**config.mk**
```make
export PLATFORM = sky130hd
export DESIGN_NAME = alu_step_sequencer
export DESIGN_NICKNAME = d
export VERILOG_FILES = /design/src/rtl/alu_step_sequencer.sv
export SDC_FILE = /design/constraint.sdc
export NUM_CORES = 1
export LEC_CHECK = 0
export CORE_UTILIZATION = 63
export DETAILED_ROUTE_END_ITERATION = 12
export DONT_BUFFER_PORTS = 1
export PLACE_DENSITY_LB_ADDON = 0.3
export SLEW_MARGIN = 20
export SYNTH_ARGS = -nofsm -noshare
export SYNTH_HDL_FRONTEND = slang
export SYNTH_SLANG_ARGS = --single-unit
```
**constraint.sdc**
```tcl
create_clock -name Clock -period 1.78 [get_ports Clock]
set_input_delay 0.267 -clock Clock [delete_from_list [all_inputs] [get_ports Clock]]
set_output_delay 0.267 -clock Clock [all_outputs]
set_load 0.01 [all_outputs]
```
**src/rtl/alu_step_sequencer.sv**
```systemverilog
// Fetch/execute control-step sequencer for register-register ALU instructions; T1 stalls until mem_ready.
// Class C (mul/div with HI/LO result) is built only when SEQ_MULDIV_EN is defined, otherwise it decodes as illegal.
module alu_step_sequencer #(
  parameter int NUM_REGS  = 16,
  parameter int REG_SEL_W = 4,
  parameter int OPCODE_W  = 5
) (
  input  logic                Clock,
  input  logic                clear,
  input  logic                start,
  input  logic                mem_ready,
  input  logic [31:0]         ir_in,
  output logic [NUM_REGS-1:0] Rin,
  output logic [NUM_REGS-1:0] Rout,
  output logic                PCout,
  output logic                PCin,
  output logic                IncPC,
  output logic                MARin,
  output logic                Read,
  output logic                MDRin,
  output logic                MDRout,
  output logic                IRin,
  output logic                Yin,
  output logic                Zin,
  output logic                Zlowout,
  output logic                Zhighout,
  output logic                HIin,
  output logic                LOin,
  output logic [OPCODE_W-1:0] alu_op,
  output logic                busy,
  output logic                done,
  output logic                illegal
);

  typedef enum logic [2:0] {IDLE, T0, T1, T2, T3, T4, T5, T6} state_t;
  state_t state;

  logic [OPCODE_W-1:0]  opcode;
  logic [REG_SEL_W-1:0] ra, rb, rc;
  logic                 cls_a, cls_b, cls_c;
  logic                 unused_ir_bits;

  assign opcode = ir_in[31 -: OPCODE_W];
  assign ra     = ir_in[31-OPCODE_W -: REG_SEL_W];
  assign rb     = ir_in[31-OPCODE_W-REG_SEL_W -: REG_SEL_W];
  assign rc     = ir_in[31-OPCODE_W-2*REG_SEL_W -: REG_SEL_W];
  assign unused_ir_bits = ^ir_in[31-OPCODE_W-3*REG_SEL_W:0];

  // Class A spans add..shl (00011..01000); class B is neg/not.
  assign cls_a = (opcode >= OPCODE_W'(3)) && (opcode <= OPCODE_W'(8));
  assign cls_b = (opcode == OPCODE_W'(17)) || (opcode == OPCODE_W'(18));
`ifdef SEQ_MULDIV_EN
  assign cls_c = (opcode == OPCODE_W'(15)) || (opcode == OPCODE_W'(16));
`else
  assign cls_c = 1'b0;
`endif

  function automatic logic [NUM_REGS-1:0] onehot(input logic [REG_SEL_W-1:0] sel);
    onehot      = '0;
    onehot[sel] = 1'b1;
  endfunction

  always_ff @(posedge Clock or negedge clear) begin
    if (!clear) begin
      state <= IDLE;
    end else begin
      case (state)
        IDLE:    if (start) state <= T0;
        T0:      state <= T1;
        T1:      if (mem_ready) state <= T2;
        T2:      state <= T3;
        T3:      state <= (cls_a || cls_b || cls_c) ? T4 : IDLE;
        T4:      state <= cls_b ? IDLE : T5;
        T5:      state <= cls_c ? T6 : IDLE;
        default: state <= IDLE;
      endcase
    end
  end

  always_comb begin
    Rin      = '0;
    Rout     = '0;
    PCout    = 1'b0;
    PCin     = 1'b0;
    IncPC    = 1'b0;
    MARin    = 1'b0;
    Read     = 1'b0;
    MDRin    = 1'b0;
    MDRout   = 1'b0;
    IRin     = 1'b0;
    Yin      = 1'b0;
    Zin      = 1'b0;
    Zlowout  = 1'b0;
    Zhighout = 1'b0;
    HIin     = 1'b0;
    LOin     = 1'b0;
    alu_op   = '0;
    done     = 1'b0;
    illegal  = 1'b0;
    busy     = (state != IDLE);
    case (state)
      T0: begin
        PCout = 1'b1;
        MARin = 1'b1;
        IncPC = 1'b1;
        Zin   = 1'b1;
      end
      T1: begin
        // Read/MDRin hold through the wait; the PC only commits on the completing cycle.
        Zlowout = 1'b1;
        Read    = 1'b1;
        MDRin   = 1'b1;
        PCin    = mem_ready;
      end
      T2: begin
        MDRout = 1'b1;
        IRin   = 1'b1;
      end
      T3: begin
        if (cls_a) begin
          Rout = onehot(rb);
          Yin  = 1'b1;
        end else if (cls_b) begin
          Rout   = onehot(rb);
          Zin    = 1'b1;
          alu_op = opcode;
        end else if (cls_c) begin
          Rout = onehot(ra);
          Yin  = 1'b1;
        end else begin
          illegal = 1'b1;
        end
      end
      T4: begin
        if (cls_a) begin
          Rout   = onehot(rc);
          Zin    = 1'b1;
          alu_op = opcode;
        end else if (cls_b) begin
          Zlowout = 1'b1;
          Rin     = onehot(ra);
          done    = 1'b1;
        end else if (cls_c) begin
          Rout   = onehot(rb);
          Zin    = 1'b1;
          alu_op = opcode;
        end
      end
      T5: begin
        if (cls_a) begin
          Zlowout = 1'b1;
          Rin     = onehot(ra);
          done    = 1'b1;
        end
`ifdef SEQ_MULDIV_EN
        else if (cls_c) begin
          Zlowout = 1'b1;
          LOin    = 1'b1;
        end
`endif
      end
`ifdef SEQ_MULDIV_EN
      T6: begin
        Zhighout = 1'b1;
        HIin     = 1'b1;
        done     = 1'b1;
      end
`endif
      default: ;
    endcase
  end

endmodule

```
==> results.json, run 1 <==
{
  "status": "did not finish",
  "last-stage-reached": "clock tree synthesis",
  "tool.error": "[ERROR DPL-0038] Utilization greater than 100%, impossible to legalize",
  "synth_xor_area_share_pct": 0.913,
  "post_cts_buffers": 12,
  "portBuffers": 0,
  "synthMuxAreaShare_pct": 0,
  "synth_top_area_share_pct": 8.21,
  "synth-seq-cells": 3,
  "cts_buffers": 3,
  "place_congestion": 0.893,
  "cts_hold_buffers": 1,
  "synth_edf_count": 0,
  "ys_warn_count": 0,
  "h-tree-depth": 1,
  "synth_fa_ha_area_share_pct": 0,
  "yosys.area_share.simple_pct": 55.7,
  "post-place-ws_ns": -0.0737,
  "syn_inst": 135,
  "std_cell_rows": 13,
  "cts_resized": 54,
  "die_h_um": 41.0,
  "cts_sinks": 3,
  "syn_area_um2": 960,
  "synth.distinct_cells": 41,
  "avgSynthCellArea_um2": 7.11,
  "synthArstFlopShare_pct": 100,
  "initial_utilization_pct": 70.2,
  "ys_seq_area_share_pct": 7.82,
  "synth_top_family_by_area": "simple AND/OR/NAND/NOR gates",
  "io_pins": 90,
  "synth_top_cell_by_area": "o32ai_1",
  "clockBufferDepth": 2,
  "synth-main-ff-cell": "dfrtp_1",
  "synth_area_leaders": "o32ai_1, dfrtp_1, nor3_1",
  "dieWidth_um": 41.0,
  "hpwl_um": 2610,
  "synth_compound_area_share_pct": 23.5,
  "cts_root_buf": "clkbuf_4"
}
==> cells in the mapped netlist, drive strengths merged, types with 2 or more instances <==
cell type,count
nand3,7
nor4b,4
a21o,2
nand2b,5
dfrtp,3
inv,6
o32ai,9
or2,4
o21ai,6
or4b,2
o22ai,5
and3,5
a21oi,2
nand4b,4
or3,2
or3b,2
nand3b,6
nor2,12
buf,10
nand2,9
nor3,15
nand4,2
clkbuf,2
==> through the flow <==
stage,instance area (µm²),instances,setup TNS (ns)
detailed placement,1220,180,-0.646
floorplan,992,137,-0.365
global placement,1220,180,-0.0676
==> logic make-up after synthesis <==
group,Yosys count
buffers and inverters,18
flip-flops,3
XOR/XNOR,1
other,1
AO/OA/AOI/OAI,29
AND/OR/NAND/NOR,83
==> run 2, diff against run 1 <==
--- a/config.mk
+++ b/config.mk
@@ -5,10 +5,11 @@
 export SDC_FILE = /design/constraint.sdc
 export NUM_CORES = 1
 export LEC_CHECK = 0
-export CORE_UTILIZATION = 63
+export CORE_AREA = 2 2 63 65
 export DETAILED_ROUTE_END_ITERATION = 12
+export DIE_AREA = 0 0 65 67
 export DONT_BUFFER_PORTS = 1
-export PLACE_DENSITY_LB_ADDON = 0.3
+export PLACE_DENSITY_LB_ADDON = 0.15
 export SLEW_MARGIN = 20
 export SYNTH_ARGS = -nofsm -noshare
 export SYNTH_HDL_FRONTEND = slang
==> run 2 against run 1 <==
  * The flow now finishes, with violations (negative setup slack)
  * Area after synthesis stayed put
  * Synthesized cell count stayed put
==> results.json, run 2 <==
{
  "status": "complete, but fails checks",
  "violations": "negative setup slack",
  "p_sw_uw": 898,
  "core_um2": 3610,
  "portBuffers": 0,
  "hold_ws_ns": 0.222,
  "cts_sinks": 3,
  "path_clk_slew_ns": 0.03,
  "fin_util_pct": 60.0,
  "detail-route-antenna-nets": 0,
  "drive_above_1_share_pct": 72.4,
  "grt_pass1_vias": 1483,
  "synth_top_area_share_pct": 8.21,
  "finalClockSkew_ns": 0.00154,
  "cts_tree": "yes",
  "placedInstanceArea_um2": 1380,
  "post_drt_wl_per_cell_um": 16.6,
  "synth_top_cell_by_area": "o32ai_1",
  "path_class": "reg -> out",
  "worstHoldPathType": "in -> reg",
  "std_cell_rows": 22,
  "synth_area_leaders": "o32ai_1, dfrtp_1, nor3_1",
  "die_area_um2": 4360,
  "synth.distinct_cells": 41,
  "grtUsageMet2_pct": 39.0,
  "routed_wl_um": 4340,
  "crit_required_ns": 1.51,
  "critPathArrivalTime_ns": 1.71,
  "synth_edf_count": 0,
  "die_h_um": 67,
  "clock_latency_ns": 0.22,
  "synth-seq-cells": 3,
  "slowest_stage": "or4b_4",
  "hpwl_um": 2730,
  "largest_register_ffs": 3,
  "initial_utilization_pct": 26.6,
  "vias_per_cell": 5.48,
  "cts_root_buf": "clkbuf_8",
  "timing.rr.end": "state[2]$_DFFE_PN0P_",
  "pwr-share-comb_pct": 82.6,
  "synth_fa_ha_area_share_pct": 0,
  "ys_top_cells_by_count": "nor3_1, nor2_1, nand2_1, o32ai_1, buf_4",
  "hold_path_depth": 2,
  "reg2reg_slack_ns": 0.15,
  "post-route-period-util_pct": 111,
  "avgSynthCellArea_um2": 7.11,
  "grt_usage_pct": 19.5,
  "ys_seq_area_share_pct": 7.82,
  "area_growth_syn_to_layout_pct": 126,
  "fin_crit_ns": 1.97,
  "placed_cells": 229,
  "finalNonFillerCells": 262,
  "final_common_cell": "buf_4",
  "timing.slew.headroom_pct": 63.3,
  "yosys.cell_count.top_type": "nor3_1",
  "antennaDiodeCount": 0,
  "tightest_slew_ns": 0.551,
  "reg_top3": "state x3",
  "cts_buffers": 3,
  "power.share.clock_pct": 10.1,
  "internal_power_mw": 1.07,
  "final_area_um2": 2160,
  "synth-main-ff-cell": "dfrtp_1",
  "hold_path_end": "state[0]$_DFFE_PN0P_",
  "timing.fmax_mhz": 506,
  "synthMuxAreaShare_pct": 0,
  "grt-ovfl-total": 0,
  "final_max_slew_viol_count": 0,
  "dieWidth_um": 65,
  "seq_power_share_pct": 7.3,
  "synth_compound_area_share_pct": 23.5,
  "met1_usage_pct": 19.4,
  "hold_violations": 0,
  "first_iter_violations": 68,
  "h-tree-depth": 1,
  "power_density_nw_per_um2": 909,
  "place_congestion": 0.738,
  "critical_path.top_delay_family": "simple AND/OR/NAND/NOR gates",
  "worstPathCellList": "buf_4, or4b_4, nor2_1, o21ai_1, o21ai_1, buf_4",
  "cap_viol_max_count": 0,
  "swShare_pct": 45.6,
  "timing.critical_path.buf_inv": 2,
  "final_cell_mix": "buf_4, buf_6, nor3_2",
  "synthArstFlopShare_pct": 100,
  "yosys.area_share.simple_pct": 55.7,
  "final_nets": 251,
  "synth_xor_area_share_pct": 0.913,
  "grt_busiest_layer": "met2",
  "syn_inst": 135,
  "route.detailed.drc": 0,
  "cellLeakagePower_nw": 0.926,
  "top_register": "state",
  "fin_ws_ns": -0.195,
  "ys_warn_count": 0,
  "syn_area_um2": 960,
  "rr_worst_depth": 8,
  "rsz0062_at_grt": "true",
  "setup_viol": 36,
  "peakVddDrop_mv": 0.500,
  "crit_path_start_kind": "register",
  "io_pins": 90,
  "cpPeakStageDelay_ns": 0.53,
  "gr-usage-met3_pct": 4.90,
  "via_count": 1436,
  "first_pass_iters": 4,
  "worstSetupEndpointType": "output pin",
  "grt_max_degree": 8,
  "fill_cells": 311,
  "hold_path.startpoint": "start",
  "rr_startpoint": "state[1]$_DFFE_PN0P_",
  "clockBufferDepth": 2,
  "grt_pass1_wl_um": 6640,
  "worstPathMaxFanout": 4,
  "antenna_found_initial": 0,
  "synth_top_family_by_area": "simple AND/OR/NAND/NOR gates"
}
-- run 2: cell counts after synthesis --
No cell type changed its count.
-- run 2: worst max path at each step --
stage	startpoint	end	slack, ns	depth (start not counted)
floorplan	ir_in[28]	Rout[3]	-0.05	5
global placement	ir_in[29]	Rin[0]	-0.13	6
detailed placement	ir_in[29]	Rin[14]	-0.16	6
CTS	state[1]$_DFFE_PN0P_	Rout[2]	-0.16	7
global route	state[2]$_DFFE_PN0P_	Rout[2]	-0.25	7
finish	state[1]$_DFFE_PN0P_	Rout[12]	-0.19	6
-- run 2: what timing repair did --
action,4_1_cts,5_1_grt
setup buffers,21,9
endpoints found under the setup margin,40,43
gates resized for setup,78,27
hold endpoints to repair,3,0
hold buffers,1,0
pin swaps,31,26
cloned,3,0
-- run 2: metrics by stage --
stage | TNS, ns | setup WS, ns | total power, mW
after floorplan | -0.365 | -0.0461 | 0.685
after global placement | -2.74 | -0.129 | 0.987
after detailed placement | -3.32 | -0.162 | 0.995
final | -4.36 | -0.195 | 1.97
after global routing | -6.53 | -0.248 | 2.08
after CTS | -3.38 | -0.157 | 1.70
-- run 2: logic make-up (layout without fill, tap and decap cells) --
group	after synthesis	after routing
simple gates	83	84
compound gates	29	31
buf+inv	18	92
flops	3	3
other cells	1	3
xor+xnor	1	1
-- run 2: worst reg2reg max path: cells and delay by family, from the launching register on --
family | cells | cell delay, ns
buffers and inverters | 6 | 0.79
AOI/OAI and AO/OA | 1 | 0.17
DFF | 1 | 0.38
and+or+nand+nor | 1 | 0.20
-- run 2: cell type report --
class | count | area, µm² | share of cell area [%]
multi-input cells | 119 | 1260 | 58.0
repair buffers | 82 | 698 | 32.3
inverters | 6 | 28.8 | 1.33
clock buffers | 4 | 45.0 | 2.08
flip-flops and latches | 3 | 76.3 | 3.53
well taps | 48 | 60.1 | 2.77
-- run 2: power by group through the flow --
| stage | sequential [mW] | clock [mW] | combinational [mW] |
|---|---|---|---|
| floorplan | 0.132 | 0 | 0.552 |
| global placement | 0.139 | 0 | 0.848 |
| detailed placement | 0.140 | 0 | 0.855 |
| CTS | 0.138 | 0.202 | 1.36 |
| global route | 0.144 | 0.212 | 1.72 |
| finish | 0.144 | 0.198 | 1.63 |
-- run 2: routing by layer --
layer | wire length [µm] | up-vias
met2 | 2400 | 56
met4 | 19 | 0
met1 | 1630 | 696
met3 | 292 | 2
met5 | 0 | -
li1 | - | 682
(Power assumes the default switching activity.)
==> run 3, diff against run 2 <==
--- a/config.mk
+++ b/config.mk
@@ -10,6 +10,7 @@
 export DIE_AREA = 0 0 65 67
 export DONT_BUFFER_PORTS = 1
 export PLACE_DENSITY_LB_ADDON = 0.15
+export SETUP_SLACK_MARGIN = 0.2
 export SLEW_MARGIN = 20
 export SYNTH_ARGS = -nofsm -noshare
 export SYNTH_HDL_FRONTEND = slang
==> run 3 against run 2 <==
  * Worst hold slack better by 0.012 ns
  * Die area unchanged
  * Critical path type unchanged
  * Cell count down 14%
  * Via count down 11%
  * Largest cell class unchanged
  * Clock power up 3%
  * Global-route usage down 0.34 points
  * Critical endpoint is now Rout[13]
  * The flow still finishes with violations (negative setup slack)
  * Sequential power about the same
  * Clock skew about the same
  * Combinational power down 3%
  * Routed wire length down 3.7%
  * Worst setup slack better by 0.12 ns
==> results.json, run 3 (synthesis results as in run 2) <==
{
  "grt_usage_pct": 19.1,
  "core_um2": 3610,
  "via_count": 1284,
  "worstPathMaxFanout": 4,
  "detail-route-antenna-nets": 0,
  "io_pins": 90,
  "dieWidth_um": 65,
  "setup_viol": 29,
  "fin_util_pct": 60.9,
  "h-tree-depth": 1,
  "finalClockSkew_ns": 0.00184,
  "final_cell_mix": "buf_4, nor3_4, buf_6",
  "initial_utilization_pct": 26.6,
  "final_nets": 215,
  "cts_root_buf": "clkbuf_8",
  "first_iter_violations": 24,
  "crit_path_start_kind": "register",
  "hold_path.startpoint": "start",
  "power_density_nw_per_um2": 878,
  "die_h_um": 67,
  "cts_tree": "yes",
  "grt_pass1_vias": 1331,
  "cap_viol_max_count": 0,
  "fin_crit_ns": 1.86,
  "peakVddDrop_mv": 0.909,
  "route.detailed.drc": 0,
  "timing.rr.end": "state[0]$_DFFE_PN0P_",
  "post_drt_wl_per_cell_um": 18.5,
  "path_clk_slew_ns": 0.03,
  "cts_buffers": 3,
  "hold_violations": 0,
  "clockBufferDepth": 2,
  "fill_cells": 292,
  "routed_wl_um": 4180,
  "crit_required_ns": 1.51,
  "drive_above_1_share_pct": 77.0,
  "fin_ws_ns": -0.0763,
  "path_class": "reg -> out",
  "final_max_slew_viol_count": 0,
  "finalSetupTns_ns": -0.969,
  "hpwl_um": 3010,
  "worstHoldPathType": "in -> reg",
  "status": "complete, but fails checks",
  "reg2reg_slack_ns": 0.41,
  "critPathArrivalTime_ns": 1.59,
  "worstSetupEndpointType": "output pin",
  "die_area_um2": 4360,
  "first_pass_iters": 4,
  "startpoint": "state[1]$_DFFE_PN0P_",
  "antennaDiodeCount": 0,
  "cellLeakagePower_nw": 0.894,
  "grt_max_degree": 10,
  "vias_per_cell": 5.68,
  "grt_pass1_wl_um": 6500,
  "final_common_cell": "buf_4",
  "cts_sinks": 3,
  "timing.fmax_mhz": 539,
  "top_register": "state",
  "rr_startpoint": "state[1]$_DFFE_PN0P_",
  "rr_worst_depth": 7,
  "reg_top3": "state x3",
  "largest_register_ffs": 3,
  "antenna_found_initial": 0,
  "portBuffers": 0,
  "post-route-period-util_pct": 104,
  "clock_latency_ns": 0.22,
  "violations": "negative setup slack",
  "place_congestion": 0.797,
  "cp-endpoint": "Rout[13]",
  "std_cell_rows": 22,
  "grt-ovfl-total": 0,
  "area_growth_syn_to_layout_pct": 129,
  "rsz0062_at_grt": "true"
}
## run 3: cell count changes in the layout (fill, tap and decap cells not counted), moves of 4 or more
cell	delta
o32ai_4	+7
nor2_1	-4
buf_4	-33
nor3_4	+7
nor3_2	-5
o32ai_2	-6
o21ai_1	-4
## run 3: area by class of cell
cell class	instances	area, µm²	area share (%)
Sequential cell	3	77.6	3.53
Clock buffer	4	45.0	2.05
Inverter	6	25.0	1.14
Tap cell	48	60.1	2.74
Timing Repair Buffer	49	487	22.2
Multi-Input combinational cell	116	1500	68.4
## run 3: power by group
group | switching, mW | total [mW] | internal, mW
Combinational | 0.847 | 1.58 | 0.730
Sequential | 0.0405 | 0.146 | 0.106
Clock | 0.0499 | 0.203 | 0.153
Total | 0.938 | 1.93 | 0.989
## run 3: repair_timing
item,in CTS,in global routing
hold buffers,1,0
pin swaps,32,15
endpoints found under the setup margin,47,50
hold endpoints to repair,3,0
setup buffers,19,3
gates cloned,1,0
resized for setup,59,22
## run 3: stage by stage
step                      power (mW)  std cells  setup slack, ns  area (µm²)  hold slack, ns
after floorplan                0.829        137           0.0457        1390         -0.0286
after global placement          1.10        198         -0.00947        1570         -0.0285
after detailed placement        1.11        198          -0.0421        1570         -0.0285
after CTS                       1.82        223           -0.117        2090           0.233
after global routing            2.04        226           -0.149        2190           0.273
final                           1.93        226          -0.0763        2190           0.234
## run 3: worst min path at each step
stage / end / slack [ns] / depth (start not counted)
global route: state[0]$_DFFE_PN0P_ / 0.27 / 2
floorplan: state[0]$_DFFE_PN0P_ / -0.03 / 0
global placement: state[1]$_DFFE_PN0P_ / -0.03 / 0
finish: state[0]$_DFFE_PN0P_ / 0.23 / 2
detailed placement: state[1]$_DFFE_PN0P_ / -0.03 / 0
CTS: state[0]$_DFFE_PN0P_ / 0.23 / 2
## run 3: per-layer routing
metal / part of all wire [%] / global-route usage, % / vias to the layer above
met5: 0 / 0 / -
met3: 4.5 / 2.70 / 7
met2: 52 / 33.6 / 51
met1: 42 / 24.1 / 621
li1: - / - / 605
met4: 1.4 / 5.85 / 0
## run 3: worst max-delay path, cell delays in order (launching register included)
cell      delay (ns)
dfrtp_2         0.43
nand2b_4        0.15
buf_6           0.12
nor2_4          0.12
buf_6           0.14
nand4b_4        0.17
o22ai_4         0.24
